### src/rtl/dither_stream.sv
// Streaming colour quantiser: truncate, round, 4x4 Bayer or line error diffusion.
// Ports: clk, rst_n, mode, s_data/s_valid/s_sof/s_ready in, m_data/m_valid/m_eol/m_ready out.
module dither_stream #(
  parameter int IN_W     = 8,
  parameter int OUT_W    = 4,
  parameter int CHANNELS = 3,
  parameter int H_RES    = 640,
  parameter int V_RES    = 480
) (
  input  logic                      clk,
  input  logic                      rst_n,
  input  logic [1:0]                mode,
  input  logic [CHANNELS*IN_W-1:0]  s_data,
  input  logic                      s_valid,
  input  logic                      s_sof,
  output logic                      s_ready,
  output logic [CHANNELS*OUT_W-1:0] m_data,
  output logic                      m_valid,
  output logic                      m_eol,
  input  logic                      m_ready
);

  localparam int D   = IN_W - OUT_W;
  localparam int XW  = $clog2(H_RES);
  localparam int YW  = (V_RES > 1) ? $clog2(V_RES) : 1;
  localparam int SHL = (D >= 4) ? D - 4 : 0;
  localparam int SHR = (D >= 4) ? 0 : 4 - D;

  localparam logic [OUT_W-1:0] MAX    = '1;
  localparam logic [XW-1:0]    X_LAST = XW'(H_RES - 1);
  localparam logic [YW-1:0]    Y_LAST = YW'(V_RES - 1);

  localparam logic [3:0] BAYER [16] = '{
    4'd0,  4'd8,  4'd2,  4'd10,
    4'd12, 4'd4,  4'd14, 4'd6,
    4'd3,  4'd11, 4'd1,  4'd9,
    4'd15, 4'd7,  4'd13, 4'd5
  };

  typedef enum logic [1:0] {
    M_TRUNC = 2'd0,
    M_ROUND = 2'd1,
    M_ORD   = 2'd2,
    M_DIFF  = 2'd3
  } mode_e;

  logic [XW-1:0] x, px;
  logic [YW-1:0] y, py;
  logic [1:0]    bx, by;
  logic [3:0]    b;
  logic [D-1:0]  t;
  logic          acc, last;

  logic [CHANNELS-1:0][D-1:0] e, e_nxt;
  logic [CHANNELS*OUT_W-1:0]  q;

  logic [IN_W-1:0]  c;
  logic [OUT_W-1:0] hi, qc;
  logic [D-1:0]     lo, e_in, en;
  logic [IN_W:0]    sum;

  function automatic logic [OUT_W-1:0] sat_inc(
    input logic [OUT_W-1:0] h,
    input logic             inc
  );
    return (inc && h != MAX) ? h + OUT_W'(1) : h;
  endfunction

  assign s_ready = !m_valid || m_ready;
  assign acc     = s_valid && s_ready;

  // A start-of-frame pixel is placed at the origin regardless of counters.
  assign px   = s_sof ? '0 : x;
  assign py   = s_sof ? '0 : y;
  assign last = (px == X_LAST);

  assign bx = 2'(px);
  assign by = 2'(py);
  assign b  = BAYER[{by, bx}];
  // Scale the 4-bit Bayer entry to the D-bit fraction range.
  assign t  = D'((32'(b) << SHL) >> SHR);

  always_comb begin
    q     = '0;
    e_nxt = '0;
    c     = '0;
    hi    = '0;
    lo    = '0;
    e_in  = '0;
    sum   = '0;
    qc    = '0;
    en    = '0;
    for (int ch = 0; ch < CHANNELS; ch++) begin
      c    = s_data[ch*IN_W +: IN_W];
      hi   = c[IN_W-1:D];
      lo   = c[D-1:0];
      // Error never carries across a line start.
      e_in = (px == '0) ? '0 : e[ch];
      sum  = {1'b0, c} + (IN_W+1)'(e_in);
      qc   = hi;
      en   = '0;
      unique case (mode_e'(mode))
        M_TRUNC: qc = hi;
        M_ROUND: qc = sat_inc(hi, lo[D-1]);
        M_ORD:   qc = sat_inc(hi, lo > t);
        M_DIFF: begin
          if (sum[IN_W]) begin
            qc = MAX;
          end else begin
            qc = sum[IN_W-1:D];
            en = sum[D-1:0];
          end
        end
      endcase
      q[ch*OUT_W +: OUT_W] = qc;
      e_nxt[ch]            = en;
    end
  end

  always_ff @(posedge clk or negedge rst_n) begin
    if (!rst_n) begin
      m_data  <= '0;
      m_valid <= 1'b0;
      m_eol   <= 1'b0;
      x       <= '0;
      y       <= '0;
      e       <= '0;
    end else if (acc) begin
      m_data  <= q;
      m_eol   <= last;
      m_valid <= 1'b1;
      e       <= e_nxt;
      if (last) begin
        x <= '0;
        y <= (py == Y_LAST) ? '0 : py + YW'(1);
      end else begin
        x <= px + XW'(1);
        y <= py;
      end
    end else if (m_ready) begin
      m_valid <= 1'b0;
    end
  end

endmodule

### config.mk
export PLATFORM = sky130hd
export DESIGN_NAME = dither_stream
export DESIGN_NICKNAME = d
export VERILOG_FILES = /design/src/rtl/dither_stream.sv
export SDC_FILE = /design/constraint.sdc
export NUM_CORES = 1
export LEC_CHECK = 0
export ABC_AREA = 1
export ABC_CLOCK_PERIOD_IN_PS = 6790
export BUFFER_PORTS_ARGS = -buffer_cell sky130_fd_sc_hd__buf_4
export CAP_MARGIN = 10
export CORE_UTILIZATION = 44
export CTS_CLUSTER_DIAMETER = 80
export DETAILED_ROUTE_END_ITERATION = 16
export SLEW_MARGIN = 25
export SYNTH_ARGS = -nofsm -noshare
export SYNTH_HDL_FRONTEND = slang
export SYNTH_SLANG_ARGS = --single-unit
### constraint.sdc
create_clock -name clk -period 6.79 [get_ports clk]
set_input_delay 0.3395 -clock clk [delete_from_list [all_inputs] [get_ports clk]]
set_output_delay 0.3395 -clock clk [all_outputs]
set_load 0.05 [all_outputs]
==> results of run 1 <==
-- sequential cells by signal, indices dropped and copies added, names as in the netlist --
name and flops:
x 10, y 9, m_valid 1, e 12, m_eol 1, m_data 12
-- power by group through the flow --
stage          Sequential, mW  Clock (mW)  Combinational [mW]
5_1_grt                 0.313       0.202               0.355
2_1_floorplan           0.364           0               0.176
3_3_place_gp            0.315           0               0.315
4_1_cts                 0.310       0.192               0.321
3_5_place_dp            0.315           0               0.320
6_report                0.310       0.183               0.320
-- logic make-up (layout without fill, tap and decap cells) --
| kind of cell | Yosys count | in the layout | share of synthesized area |
|---|---|---|---|
| adders and majority gates | 33 | 33 | 0.102 |
| DFF | 45 | 45 | 0.263 |
| and+or+nand+nor | 371 | 371 | 0.402 |
| xor gates and xnor gates | 13 | 13 | 0.0266 |
| AOI/OAI and AO/OA | 83 | 83 | 0.105 |
| buffers and inverters | 110 | 147 | 0.102 |
-- worst max-delay path: cells and delay by family, from the launching register on --
family | cells | cell delay [ns]
AO/OA/AOI/OAI | 1 | 0.09
adder cells (fa/ha/maj) | 3 | 0.78
buffers and inverters | 2 | 0.14
flip-flops | 1 | 0.41
AND/OR/NAND/NOR | 11 | 1.82
-- layout make-up --
cell class                 count  area share
clock buffer                   5      0.0144
clock inverter                 3     0.00444
inverter                      93      0.0731
multi-input combinational    500       0.568
tap                          129      0.0337
sequential                    45       0.235
timing repair buffer          46      0.0720
-- worst max-delay path by stage --
stage	slack, ns	end
2_1_floorplan	4.09	m_data[5]
3_3_place_gp	3.31	m_data[1]
3_5_place_dp	3.19	m_data[1]
4_1_cts	3.45	m_data[3]
5_1_grt	3.16	m_data[1]
6_report	3.44	m_data[3]
-- per-stage QoR --
stage | setup slack [ns] | cells
finish | 3.44 | 821
global route | 3.16 | 821
CTS | 3.45 | 821
detailed placement | 3.19 | 813
global placement | 3.31 | 813
floorplan | 4.09 | 655
-- cell usage after synthesis (all sizes together) (7+ instances only) --
master / instances
a21oi: 34
buf: 9
clkbuf: 8
dfrtp: 45
ha: 30
inv: 91
nand2: 191
nand3: 98
nand4: 12
nor2: 54
nor3: 7
o211ai: 7
o21ai: 32
xor2: 7
-- routing by layer --
metal  part of all wire  track usage  vias to the layer above  wire length, um
met2               0.48        0.427                      119             5540
met4              0.018       0.0736                        0              207
met5                  0            0                        -                0
met3              0.040       0.0270                       12              462
met1               0.46        0.325                     2016             5360
li1                   -            -                     2212                -
==> results.cfg, run 1 <==
[power]
power_switching_mw = 0.341
leakage_nw = 2.53
total_power_mw = 0.813
power.density_nw_per_um2 = 169
power_frac_comb = 0.393
sequentialPowerShare = 0.382
ir_drop_mv = 0.0959
switching_share = 0.420
p_clk_frac = 0.225
internal-power_mw = 0.471

[synth]
synth_top_cell_area_share = 0.263
avgSynthCellArea_um2 = 6.54
yosysUniqueCellTypes = 37
synth.area.top_cells = dfrtp_1 26%, nand2_1 17%, nand3_1 11%, ha_1 8.8%, inv_1 7.7%
synthArstFlopShare = 1.00
ys_seq_area_frac = 0.263
yosys.area.top_type = dfrtp_1
synth_edf_count = 0
yosysWarnings = 0
synth_area_um2 = 4290
synth_nets = 719
ys_ff_latch = 45
syn_inst = 655
ys.flop_type = dfrtp_1

[routing]
viasPerCell = 5.31
drtIter0Drc = 210
via_count = 4359
wl_per_cell_um = 14.1
ant_nets = 0
drc = 0
drtPass1Iterations = 5
wirelength_mm = 11.6

[timing]
fmax_ghz = 0.298
hold_viol = 0
fin_worst_skew_ns = 0.0145
setup_viol = 0
tns_ns = 0
rsz0062_at_grt = false
worst_slew_pin_slew_ns = 1.02
drv_slew = 0
layout_worst_path_cycle_share = 0.494
min_period_ns = 3.35
whs_ns = 0.0181
slew_headroom = 0.312

[clocking]
h-tree-depth = 2
cts_tree = built
cts_setup_buffers = 0
cts_made_buffers = 5
cts_resized = 0
clk_latency_ns = 0.31
hold_buffers = 0
clock-sinks = 45
path_clk_slew_ns = 0.10
clk_path_buf_depth = 2
cts-root-buf = clkbuf_8

[setup_path]
r2r_slack_ns = 3.44
r2r_start = x[1]
critPathMaxStageDelay_ns = 0.90
crit_fanout = 12
critPathArrivalTime_ns = 3.56
startpoint = x[1]
r2r-end = m_data[3]
slowest_stage = nor4_4
start_kind = flop
cp-end-kind = flop
cpMostUsedCell = nand2_1
worstRegToRegCells = 17
cp_cell_sequence = inv_1, nor2_1, inv_1, ha_1, o21ai_1, nor4_4, nor2_1, ha_1, fa_1, nand3_1, nand2_1, nand2_1, nand3_1, nand2_1, nand3_1, nand2_1, nand2_1
critPathKind = flop to flop
critical_path_required_ns = 6.99

[global_routing]
grt_usage = 0.247
antenna_found_initial = 0
grt_max_degree = 46
grt_pass1_vias = 4259
grt_pass1_wl_mm = 19.9
grt-ovfl-total = 0

[die]
rows = 35
core_area_um2 = 9330
dieArea_um2 = 10100
die-width_um = 101
start_util = 0.460
io_pins = 46
fp.dieH_um = 101

[layout]
synthToLayoutAreaGrowth_pct = 11.9
layout_commonest_cell = nand2_1
multi_input_area_um2 = 2720
final_util = 0.514
num_antenna_cells = 0
regArea_um2 = 1130
final_cell_mix = 189 x nand2_1, 93 x nand3_1, 87 x inv_1
fin_nets = 755
final_area_um2 = 4790
fillCellCount = 981
drive_gt1_frac = 0.129

[status]
outcome = finished, final reports clean

[flow_run]
maxCapViolations = 0

[placed_design]
placed_cell_area_um2 = 4700
gp_congestion = 0.951
hpwlAfterDp_mm = 8.75
port_buffers = 45

[worst_hold_path]
hp-class = primary input to asynchronous set/reset pin
No activity file was read; power rests on OpenSTA's default activity.
==> run 2, diff against run 1 <==
--- a/config.mk
+++ b/config.mk
@@ -6,12 +6,13 @@
 export NUM_CORES = 1
 export LEC_CHECK = 0
 export ABC_AREA = 1
-export ABC_CLOCK_PERIOD_IN_PS = 6790
+export ABC_CLOCK_PERIOD_IN_PS = 3000
 export BUFFER_PORTS_ARGS = -buffer_cell sky130_fd_sc_hd__buf_4
 export CAP_MARGIN = 10
 export CORE_UTILIZATION = 44
 export CTS_CLUSTER_DIAMETER = 80
 export DETAILED_ROUTE_END_ITERATION = 16
+export PLACE_DENSITY = 0.65
 export SLEW_MARGIN = 25
 export SYNTH_ARGS = -nofsm -noshare
 export SYNTH_HDL_FRONTEND = slang
==> constraint.sdc (replaced) <==
create_clock -name clk -period 3 [get_ports clk]
set_input_delay 0.15 -clock clk [delete_from_list [all_inputs] [get_ports clk]]
set_output_delay 0.15 -clock clk [all_outputs]
set_load 0.05 [all_outputs]
==> run 2 against run 1 <==
Against the previous run: fmax grew 21%; global-route usage shrank 0.72 points; critical endpoint is now m_data[5]; highest routed layer unchanged; sequential share of layout area shrank 0.85 points; non-clock buffer count grew 14; clock skew shrank 0.011 ns; total power grew 150%.
==> results.cfg, run 2 (synthesis results as in run 1) <==
[timing]
tns_ns = 0
worst_slew_pin_slew_ns = 0.872
setup_viol = 0
hold_viol = 0
slew_headroom = 0.417
whs_ns = 0.130
layout_worst_path_cycle_share = 0.925
fmax_ghz = 0.360
drv_slew = 0
rsz0062_at_grt = false
fin_worst_skew_ns = 0.00381
finalWorstSetupSlack_ns = 0.224
min_period_ns = 2.78

[die]
rows = 35
dieArea_um2 = 10100
die-width_um = 101
fp.dieH_um = 101
core_area_um2 = 9330
start_util = 0.460
io_pins = 46

[placed_design]
pre_cts_ws_ns = 0.115
port_buffers = 45
hpwlAfterDp_mm = 8.95
dp.cells = 825
gp_congestion = 0.928

[setup_path]
crit_fanout = 5
crit_end = m_data[5]
cpMostUsedCell = nand2_1
startpoint = x[1]
critPathMaxStageDelay_ns = 0.40
worstRegToRegCells = 18
critPathArrivalTime_ns = 2.98
r2r-end = m_data[5]
cp_cell_sequence = inv_1, nor2_1, inv_1, ha_1, o21ai_1, nor4_4, buf_4, nor2_2, ha_1, fa_2, nand3_1, nand2_1, nand2_2, nand3_1, nand2_1, nand3_1, nand2_1, nand2_1
slowest_stage = dfrtp_1
critical_path_required_ns = 3.21
r2r_start = x[1]
cp-end-kind = flop
critPathKind = flop to flop
start_kind = flop
r2r_slack_ns = 0.22

[routing]
via_count = 4415
drtIter0Drc = 212
wl_per_cell_um = 13.7
drc = 0
drtPass1Iterations = 7
wl_met1_mm = 5.40
wl_met3_um = 600
viasPerCell = 5.29
wirelength_mm = 11.4
route.met2.wl_mm = 5.27
topRoutingLayerUsed = met4
ant_nets = 0

[global_routing]
grt_max_degree = 46
grt_pass1_vias = 4268
grt_usage = 0.240
antenna_found_initial = 0
grt_pass1_wl_mm = 19.5
grt-ovfl-total = 0

[flow_run]
maxCapViolations = 0

[layout]
drive_gt1_frac = 0.153
num_antenna_cells = 0
stdcell_count = 835
reg_top3 = e: 12 flops, m_data: 12 flops, x: 10 flops
final_util = 0.533
layout_commonest_cell = nand2_1
synthToLayoutAreaGrowth_pct = 16.1
final_cell_mix = 186 x nand2_1, 93 x nand3_1, 88 x inv_1
fin_nets = 769

[clocking]
path_clk_slew_ns = 0.09
clock-sinks = 45
h-tree-depth = 2
clk_path_buf_depth = 2
cts_made_buffers = 5
cts-root-buf = clkbuf_8
clk_latency_ns = 0.30
cts_tree = built

[power]
power.density_nw_per_um2 = 403
leakage_nw = 2.62
ir_drop_mv = 0.226

[worst_hold_path]
hp-class = primary input to flop
whs_path_depth = 4

[status]
outcome = finished, final reports clean
-- run 2: metrics by stage --
| step | instance area, um2 | power, mW |
|---|---|---|
| after CTS | 4940 | 2.01 |
| after detailed placement | 4790 | 1.46 |
| after floorplan | 4290 | 1.22 |
| after global placement | 4790 | 1.44 |
| after global routing | 4970 | 2.14 |
| final | 4970 | 2.01 |
-- run 2: area by class of cell --
type | instances | area [um2]
fillers | 929 | 4350
multi-input cells | 500 | 2750
flip-flops and latches | 45 | 1130
repair buffers | 60 | 453
inverters | 93 | 350
well taps | 129 | 161
clock buffers | 5 | 68.8
clock inverters | 3 | 65.1
-- run 2: how the worst min path moves through the flow --
stage             from      end  slack [ns]
2_1_floorplan    rst_n     e[0]       -0.15
3_3_place_gp     rst_n     x[4]        0.20
3_5_place_dp     rst_n     x[4]        0.20
4_1_cts        m_ready  m_valid        0.12
5_1_grt        m_ready  m_valid        0.14
6_report       m_ready  m_valid        0.13
-- run 2: report_power, final --
part           internal, mW  switching (mW)
clock network         0.331           0.220
registers             0.666          0.0298
logic                 0.260           0.499
total                  1.26           0.749
-- run 2: critical path: cells and delay by family, from the launching register on --
kind	cells	cell delay, ns
buffers and inverters	3	0.37
and+or+nand+nor	11	1.10
AOI/OAI and AO/OA	1	0.09
DFF	1	0.40
adders and majority gates	3	0.71
-- run 2: metal layers --
metal	up-vias	global-route usage
met5	-	0
met4	0	0.0635
met3	13	0.0361
met2	129	0.409
met1	2028	0.317
li1	2245	-
-- run 2: repair_timing --
item	CTS	global route
setup endpoints to repair	0	13
hold buffers	1	0
hold endpoints to repair	45	0
buffers inserted	0	1
resized for setup	0	7
==> run 3, diff against run 2 <==
--- a/config.mk
+++ b/config.mk
@@ -12,6 +12,7 @@
 export CORE_UTILIZATION = 44
 export CTS_CLUSTER_DIAMETER = 80
 export DETAILED_ROUTE_END_ITERATION = 16
+export MAX_ROUTING_LAYER = met4
 export PLACE_DENSITY = 0.65
 export SLEW_MARGIN = 25
 export SYNTH_ARGS = -nofsm -noshare
==> run 3 against run 2 <==
Against the previous run: non-clock buffer count is 7 higher; design area increased by 0.15%; total power shrank 3.1%; sequential share of layout area barely moved; sequential cell count did not move; sequential power about the same; critical path type unchanged; largest cell class unchanged; highest routed layer unchanged.
==> results.cfg, run 3 (synthesis results as in run 1) <==
[status]
outcome = finished, final reports clean

[power]
power.density_nw_per_um2 = 390
power_frac_comb = 0.416
p_clk_frac = 0.226
power_switching_mw = 0.770
ir_drop_mv = 0.212
sequentialPowerShare = 0.358
leakage_nw = 2.64
switching_share = 0.396
internal-power_mw = 1.17

[setup_path]
crit_fanout = 7
critPathArrivalTime_ns = 3.03
cp-end-kind = flop
worstRegToRegCells = 17
r2r-end = m_data[4]
r2r_start = x[1]
critPathKind = flop to flop
start_kind = flop
r2r_slack_ns = 0.18
crit_end = m_data[4]
critical_path_required_ns = 3.21
startpoint = x[1]

[clocking]
clock-sinks = 45
cts_made_buffers = 5
path_clk_slew_ns = 0.10
h-tree-depth = 2
clk_latency_ns = 0.31
cts-root-buf = clkbuf_8
cts_tree = built
clk_path_buf_depth = 2

[die]
die-width_um = 101
io_pins = 46
start_util = 0.460
fp.dieH_um = 101
rows = 35
core_area_um2 = 9330
dieArea_um2 = 10100

[timing]
fin_worst_skew_ns = 0.0156
finalWorstSetupSlack_ns = 0.184
tns_ns = 0
slew_headroom = 0.420
setup_viol = 0
hold_viol = 0
drv_slew = 0
layout_worst_path_cycle_share = 0.939
min_period_ns = 2.82
worst_slew_pin_slew_ns = 0.867
fmax_ghz = 0.355

[placed_design]
placed_cell_area_um2 = 4780
dp.cells = 823
port_buffers = 45
gp_congestion = 0.876
hpwlAfterDp_mm = 8.91
pre_cts_ws_ns = 0.0633

[layout]
reg_top3 = e: 12 flops, m_data: 12 flops, x: 10 flops
final_util = 0.534
final_cell_mix = 185 x nand2_1, 93 x nand3_1, 88 x inv_1
num_antenna_cells = 0
final_area_um2 = 4980
fillCellCount = 953
synthToLayoutAreaGrowth_pct = 16.2
layout_commonest_cell = nand2_1
fin_nets = 776
stdcell_count = 842
drive_gt1_frac = 0.158

[routing]
wirelength_mm = 11.6
drtPass1Iterations = 5
drc = 0
drtIter0Drc = 179
ant_nets = 0
via_count = 4454
viasPerCell = 5.29
topRoutingLayerUsed = met4
route.met2.wl_mm = 5.42
wl_per_cell_um = 13.8
wl_met3_um = 632
wl_met1_mm = 5.46

[global_routing]
grt_pass1_vias = 4168
grt_pass1_wl_mm = 19.7
grt_max_degree = 46
antenna_found_initial = 0
grt_usage = 0.250
grt-ovfl-total = 0

[worst_hold_path]
hp-class = primary input to flop

[flow_run]
maxCapViolations = 0
-- run 3: cell count changes in the layout (fill, tap and decap cells not counted), sizes merged --
cell    previous run  this run
buf               59        66
bufinv             2         0
clkbuf             5         7
-- run 3: layout make-up --
class	instances	area, um2	share of cell area
repair buffers	67	509	0.102
well taps	129	161	0.0324
flip-flops and latches	45	1130	0.226
clock buffers	7	96.3	0.0193
inverters	93	350	0.0703
multi-input cells	500	2730	0.549
clock inverters	1	5.00	0.00100
-- run 3: worst max-delay path, cell delays in order, from the launching register on --
cell and delay, ns:
dfrtp_1 0.40, inv_1 0.10, nor2_2 0.06, inv_1 0.06
ha_1 0.13, o21ai_1 0.09, nor4_4 0.23, buf_4 0.17
buf_6 0.12, nor2_2 0.04, ha_1 0.21, fa_1 0.42
nand3_1 0.11, nand2_1 0.12, o211ai_1 0.23, nand4_1 0.11
nand2_1 0.07, nand2_1 0.04
-- run 3: power groups by stage --
stage               registers, mW  clock network (mW)  logic (mW)
detailed placement          0.708                   0       0.743
CTS                         0.696               0.455       0.747
floorplan                   0.823                   0       0.397
finish                      0.696               0.440       0.808
global route                0.701               0.474       0.891
global placement            0.705                   0       0.731
-- run 3: worst min-delay path by stage --
| stage | startpoint | to | slack, ns | cells after the start |
|---|---|---|---|---|
| after global placement | rst_n | x[4] | 0.20 | 1 |
| final | m_ready | m_valid | 0.14 | 4 |
| after CTS | m_ready | m_valid | 0.12 | 4 |
| after detailed placement | rst_n | x[4] | 0.21 | 1 |
| after floorplan | rst_n | e[0] | -0.15 | 0 |
| after global routing | m_ready | m_valid | 0.16 | 4 |
-- run 3: what timing repair did --
| action | 4_1_cts | 5_1_grt |
|---|---|---|
| setup buffers | 0 | 10 |
| endpoints found under the hold margin | 45 | 0 |
| gates resized for setup | 0 | 6 |
| setup endpoints to repair | 0 | 18 |
| hold buffers | 1 | 0 |
-- run 3: layer usage --
metal,GRT usage,vias up
met5,-,-
met1,0.328,2055
met3,0.0347,17
met2,0.403,125
li1,-,2257
met4,0.0736,0
-- run 3: stage by stage --
| step | total power, mW | hold slack, ns |
|---|---|---|
| global placement | 1.44 | 0.202 |
| CTS | 1.90 | 0.118 |
| detailed placement | 1.45 | 0.214 |
| finish | 1.94 | 0.136 |
| floorplan | 1.22 | -0.146 |
| global route | 2.07 | 0.159 |
